<file path="src/rtl/syn_led_pwm_drv.sv">
// syn_led_pwm_drv: NUM_CH-channel 8-bit LED PWM driver with double-buffered duty registers.
// Latency: duty write -> pending next cycle -> active at next frame boundary; led_od is one clock behind step/active state.
// Backpressure: none; writes are accepted every cycle, and out-of-range addresses are dropped. Optional macro SYN_LED_PWM_GAMMA_EN enables square-law gamma on writes.
module syn_led_pwm_drv #(
    parameter int NUM_CH   = 16,
    parameter int PRESCALE = 50
) (
    input  logic              clk_ir,
    input  logic              rst_ih,
    input  logic              en_ih,
    input  logic              duty_wr_ih,
    input  logic [3:0]        duty_addr_id,
    input  logic [7:0]        duty_data_id,
    output logic [NUM_CH-1:0] led_od,
    output logic              frame_tick_oh
);

    // Prescaler width; PRESCALE=1 still needs a 1-bit counter that simply stays at 0.
    localparam int            PW        = (PRESCALE > 1) ? $clog2(PRESCALE) : 1;
    localparam logic [PW-1:0] PRESC_MAX = PW'(PRESCALE - 1);

    logic [PW-1:0]     presc_q, presc_d;
    logic [7:0]        step_q, step_d;
    logic [7:0]        pend_q [NUM_CH];
    logic [7:0]        pend_d [NUM_CH];
    logic [7:0]        act_q  [NUM_CH];
    logic [7:0]        act_d  [NUM_CH];
    logic [NUM_CH-1:0] led_q, led_d;
    logic              frame_tick_q, frame_tick_d;

    logic              step_tick;
    logic              frame_bnd;
    logic              wr_hit;
    logic [7:0]        duty_eff;

`ifdef SYN_LED_PWM_GAMMA_EN
    logic [15:0]       duty_sq;

    // Gamma: keep the upper byte of the full 16-bit square.
    always_comb begin
        duty_sq  = duty_data_id * duty_data_id;
        duty_eff = duty_sq[15:8];
    end
`else
    // Linear mapping: the requested duty is stored unchanged.
    always_comb begin
        duty_eff = duty_data_id;
    end
`endif

    // Timebase: prescaler wraps at PRESCALE-1; the step counter advances on each wrap and
    // the frame boundary is the step tick taken while the step counter sits at 255.
    always_comb begin
        step_tick    = (presc_q == PRESC_MAX);
        presc_d      = step_tick ? '0 : presc_q + 1'b1;
        step_d       = step_tick ? step_q + 8'd1 : step_q;
        frame_bnd    = step_tick && (step_q == 8'hFF);
        frame_tick_d = frame_bnd;
    end

    // Duty registers: writes land in pending; active samples the pre-write pending copy at
    // the boundary, so a write coinciding with a boundary waits one more frame.
    always_comb begin
        wr_hit = duty_wr_ih && (int'(duty_addr_id) < NUM_CH);
        for (int i = 0; i < NUM_CH; i++) begin
            pend_d[i] = pend_q[i];
            act_d[i]  = frame_bnd ? pend_q[i] : act_q[i];
            if (wr_hit && (duty_addr_id == 4'(i))) begin
                pend_d[i] = duty_eff;
            end
        end
    end

    // PWM compare: strict less-than, so duty 0 is always off and 255 is on for 255/256 steps.
    always_comb begin
        for (int i = 0; i < NUM_CH; i++) begin
            led_d[i] = en_ih && (step_q < act_q[i]);
        end
    end

    // State update; reset also swallows any write strobe presented in the same cycle.
    always_ff @(posedge clk_ir) begin
        if (rst_ih) begin
            presc_q      <= '0;
            step_q       <= '0;
            led_q        <= '0;
            frame_tick_q <= 1'b0;
            for (int i = 0; i < NUM_CH; i++) begin
                pend_q[i] <= '0;
                act_q[i]  <= '0;
            end
        end else begin
            presc_q      <= presc_d;
            step_q       <= step_d;
            led_q        <= led_d;
            frame_tick_q <= frame_tick_d;
            for (int i = 0; i < NUM_CH; i++) begin
                pend_q[i] <= pend_d[i];
                act_q[i]  <= act_d[i];
            end
        end
    end

    // Output bus is exactly NUM_CH wide, so there are no unused upper channels to drive.
    assign led_od        = led_q;
    assign frame_tick_oh = frame_tick_q;

endmodule

</file>
<file path="config.mk">
export PLATFORM = sky130hd
export DESIGN_NAME = syn_led_pwm_drv
export DESIGN_NICKNAME = d
export VERILOG_FILES = /design/src/rtl/syn_led_pwm_drv.sv
export SDC_FILE = /design/constraint.sdc
export NUM_CORES = 1
export LEC_CHECK = 0
export ABC_CLOCK_PERIOD_IN_PS = 1900
export BUFFER_PORTS_ARGS = -buffer_cell sky130_fd_sc_hd__buf_2
export CORE_MARGIN = 2
export CORE_UTILIZATION = 50
export CTS_CLUSTER_DIAMETER = 120
export DETAILED_ROUTE_END_ITERATION = 10
export PLACE_DENSITY = 0.69
export SLEW_MARGIN = 20
export SYNTH_ARGS = -nofsm -noshare
export SYNTH_HDL_FRONTEND = slang
export SYNTH_SLANG_ARGS = --single-unit
</file>
<file path="constraint.sdc">
create_clock -name clk_ir -period 1.9 [get_ports clk_ir]
set_input_delay 0.19 -clock clk_ir [delete_from_list [all_inputs] [get_ports clk_ir]]
set_output_delay 0.19 -clock clk_ir [all_outputs]
set_load 0.005 [all_outputs]
</file>
==> flow_summary.toml <==
[final_layout]
num_antenna_cells = 0
finalNetCount = 1612
area_occupied_by_multi_input_gates_mm2 = 0.006296
area_growth_pct = 13.32
register_area_mm2 = 0.005746
layout-drive-gt1-share_pct = 10.39
n_fill_cell = 2275
utilization_of_the_core_after_routing_pct = 57.89
fin_area_mm2 = 0.01462

[place]
dpl-instance-area_mm2 = 0.01358
minimum_setup_slack_after_placement_ns = 0.06964
dp_hpwl_um = 18760
routabilityCongestion = 0.8218
io_port_bufs = 32

[sta]
grt_setup_unrepaired = "false"
maxClockFrequency_ghz = 0.5531
slew-limit-headroom_pct = 55.43
timing_hold_violations_final = 0
timing.setup.tns_ns = 0
final.period_utilization_pct = 95.15
final.setup_skew_ns = 0.01247
final_max_slew_viol_count = 0
finalCriticalPeriod_ns = 1.808
timing_worst_slew_pin_value_ns = 0.6685
postLayoutSetupSlackWorst_ns = 0.09207
timing.final.setup_violations = 0

[pwr]
worst_ir_drop_vdd_v = 0.0005798
intPower_uw = 9793
share_comb_of_total_power_pct = 3.0
power.switching_uw = 2640
power-per-cell-area_mw_per_mm2 = 850.5
p_sw_share_pct = 21.23
p_leak_uw = 0.005401
pwr-share-clk_pct = 48.1
seq_power_share_pct = 48.9

[grt]
first_global_vias = 9394
gr-usage-all-layers_pct = 22.90
globalRouteOverflowTotal = 0
antenna_violations_before_repair = 0
grt_pass1_wl_um = 48930
grt_start_max_net_pins = 95

[yosys]
synth_top_area_share_pct = 44.53
yosysWarnings = 0
synth_edf_count = 0
ys_types = 42
yosys-top-cells-count = "sky130_fd_sc_hd__dfxtp_1 (287), sky130_fd_sc_hd__nand2_1 (286), sky130_fd_sc_hd__a21oi_1 (137), sky130_fd_sc_hd__nor2_1 (137), sky130_fd_sc_hd__mux2i_1 (120)"
yosysTopAreaCell = "sky130_fd_sc_hd__dfxtp_1"
synth.top_cells.by_area = "sky130_fd_sc_hd__dfxtp_1 (45%), sky130_fd_sc_hd__ha_1 (11%), sky130_fd_sc_hd__mux2i_1 (9.3%)"
yosys_most_used_dff = "sky130_fd_sc_hd__dfxtp_1"
synth_cells = 1446
synth_async_sr_flop_share_pct = 0
synth-seq-area-share_pct = 44.53
yosysMostFrequentCell = "sky130_fd_sc_hd__dfxtp_1"
synth.cell_area_mm2 = 0.01290
postSynthNetCount = 1577
syn_area_per_cell_um2 = 8.922
yosys_reg_bits = 287

[status]
outcome = "finished clean"

[floorplan]
width_of_the_chip_um = 164.6
floorplan.core_area_mm2 = 0.02525
fp.dieArea_mm2 = 0.02710
chipHeight_um = 164.6
initial_core_util_pct = 51.09
design.portCount = 33
floorplan.rows = 58

[hold_path]
hold_path_depth = 3
hold_start = "duty_data_id[0]"
hp-class = "primary input to flip-flop"
hold-path-endpoint = "pend_q[0][0]"

[setup_path]
worst-endpoint-arrival_ns = 2.22
reg2reg_to = "led_od[13]"
timing.rr.start = "step_q[1]"
crit_path_start_kind = "flip-flop"
timing.critical_path.to_type = "flip-flop"
timing.setup.critical_path_class = "flip-flop to flip-flop"
cp.required_ns = 2.32
reg2reg_depth = 6
timing.critical_path.fanout_max = 14
worst-r2r-setup-slack_ns = 0.09

[clock_network]
clockRootBuffer = "sky130_fd_sc_hd__clkbuf_16"
cts_num_sinks = 287
cts_setup_buffers = 0
cts_buffers = 31
cts_htree_levels = 1
skew_pair_late_insertion_delay_ns = 0.55
cts.path.max_buffers = 3
cts.clk_slew.worst_paths_ns = 0.06
cts_tree = "built"

[routing]
drt_first_pass_iters = 5
drt-initial-drc-count = 653
drc = 0
route.detailed.wl_per_inst_um = 16.71
vias = 9838
finalWirelength_um = 30610
drt-vias-per-instance = 5.370
route.antenna.remaining_nets = 0

[run]
timing.max_cap.violations = 0
[sequential cells by signal, indices dropped and copies added (netlist names)]
register       cells
frame_tick_oh      1
step_q             8
presc_q            6
led_od            16
pend_q           128
act_q            128
[worst max-delay path, stage by stage, from the launching register on]
cell	delay [ns]
sky130_fd_sc_hd__dfxtp_1	0.33
sky130_fd_sc_hd__buf_6	0.18
sky130_fd_sc_hd__ha_1	0.24
sky130_fd_sc_hd__or3b_1	0.35
sky130_fd_sc_hd__o2111ai_1	0.10
sky130_fd_sc_hd__a31oi_1	0.11
sky130_fd_sc_hd__a2111oi_0	0.37
[final cells by class]
cell class | instances | area share (%)
clock buffers | 49 | 6.453
inverters | 113 | 2.901
multi-input cells | 967 | 43.07
flip-flops and latches | 287 | 39.30
clock inverters | 5 | 0.5392
repair buffers | 81 | 4.913
well taps | 330 | 2.824
[cell families after synthesis]
logic type | count (synthesis) | share of synthesized area [%]
fa+ha+maj | 115 | 11.15
mux | 120 | 9.310
simple gates | 487 | 15.90
compound gates | 234 | 11.63
xor+xnor | 11 | 0.7468
buf+inv | 192 | 6.731
flops | 287 | 44.53
[metal layers]
| metal | GRT usage [%] | part of all wire [%] | up-vias |
|---|---|---|---|
| li1 | - | - | 4917 |
| met1 | 30.17 | 45 | 4654 |
| met2 | 39.46 | 47 | 206 |
| met3 | 2.988 | 4.5 | 61 |
| met4 | 6.364 | 2.7 | 0 |
| met5 | 0 | 0 | - |
[power by group through the flow]
stage                     sequential (uW)  clock (uW)  combinational [uW]
final                                6080        5980                 372
after global routing                 6080        6310                 401
after CTS                            6080        6090                 374
after detailed placement             6210           0                 371
after global placement               6210           0                 365
after floorplan                      6210           0                 226
[placed cells by master (no fill, tap or decap), types with 31 or more instances in the layout]
master                      netlist  layout
sky130_fd_sc_hd__a21oi_1        137     137
sky130_fd_sc_hd__ha_1           115     114
sky130_fd_sc_hd__clkbuf_16        0      31
sky130_fd_sc_hd__inv_1          113     113
sky130_fd_sc_hd__mux2i_1        120     120
sky130_fd_sc_hd__buf_2           19      31
sky130_fd_sc_hd__buf_4            7      33
sky130_fd_sc_hd__nor2_1         137     137
sky130_fd_sc_hd__dfxtp_1        287     287
sky130_fd_sc_hd__nand2_1        286     286
[stage by stage]
stage	power, uW	std cells	hold WS [ns]
floorplan	6432	1446	0.3372
global placement	6574	1778	0.4340
detailed placement	6582	1778	0.4410
CTS	12540	1833	0.1225
global route	12790	1832	0.1430
finish	12430	1832	0.1436
[repair_timing]
item / 4_1_cts / 5_1_grt
endpoints found under the hold margin: 19 / 0
hold buffers: 1 / 0
setup endpoints to repair: 0 / 3
gates resized for setup: 0 / 3
[worst max-delay path by stage]
stage / start / to / slack (ns) / cells after the start
after detailed placement: step_q[5] / led_od[6] / 0.07 / 5
after global placement: step_q[1] / led_od[11] / 0.16 / 7
after global routing: step_q[1] / led_od[7] / 0.003 / 6
after floorplan: step_q[1] / act_q[0][0] / 0.03 / 7
final: step_q[1] / led_od[13] / 0.09 / 6
after CTS: step_q[1] / led_od[13] / 0.09 / 6
(Power assumes the default switching activity.)
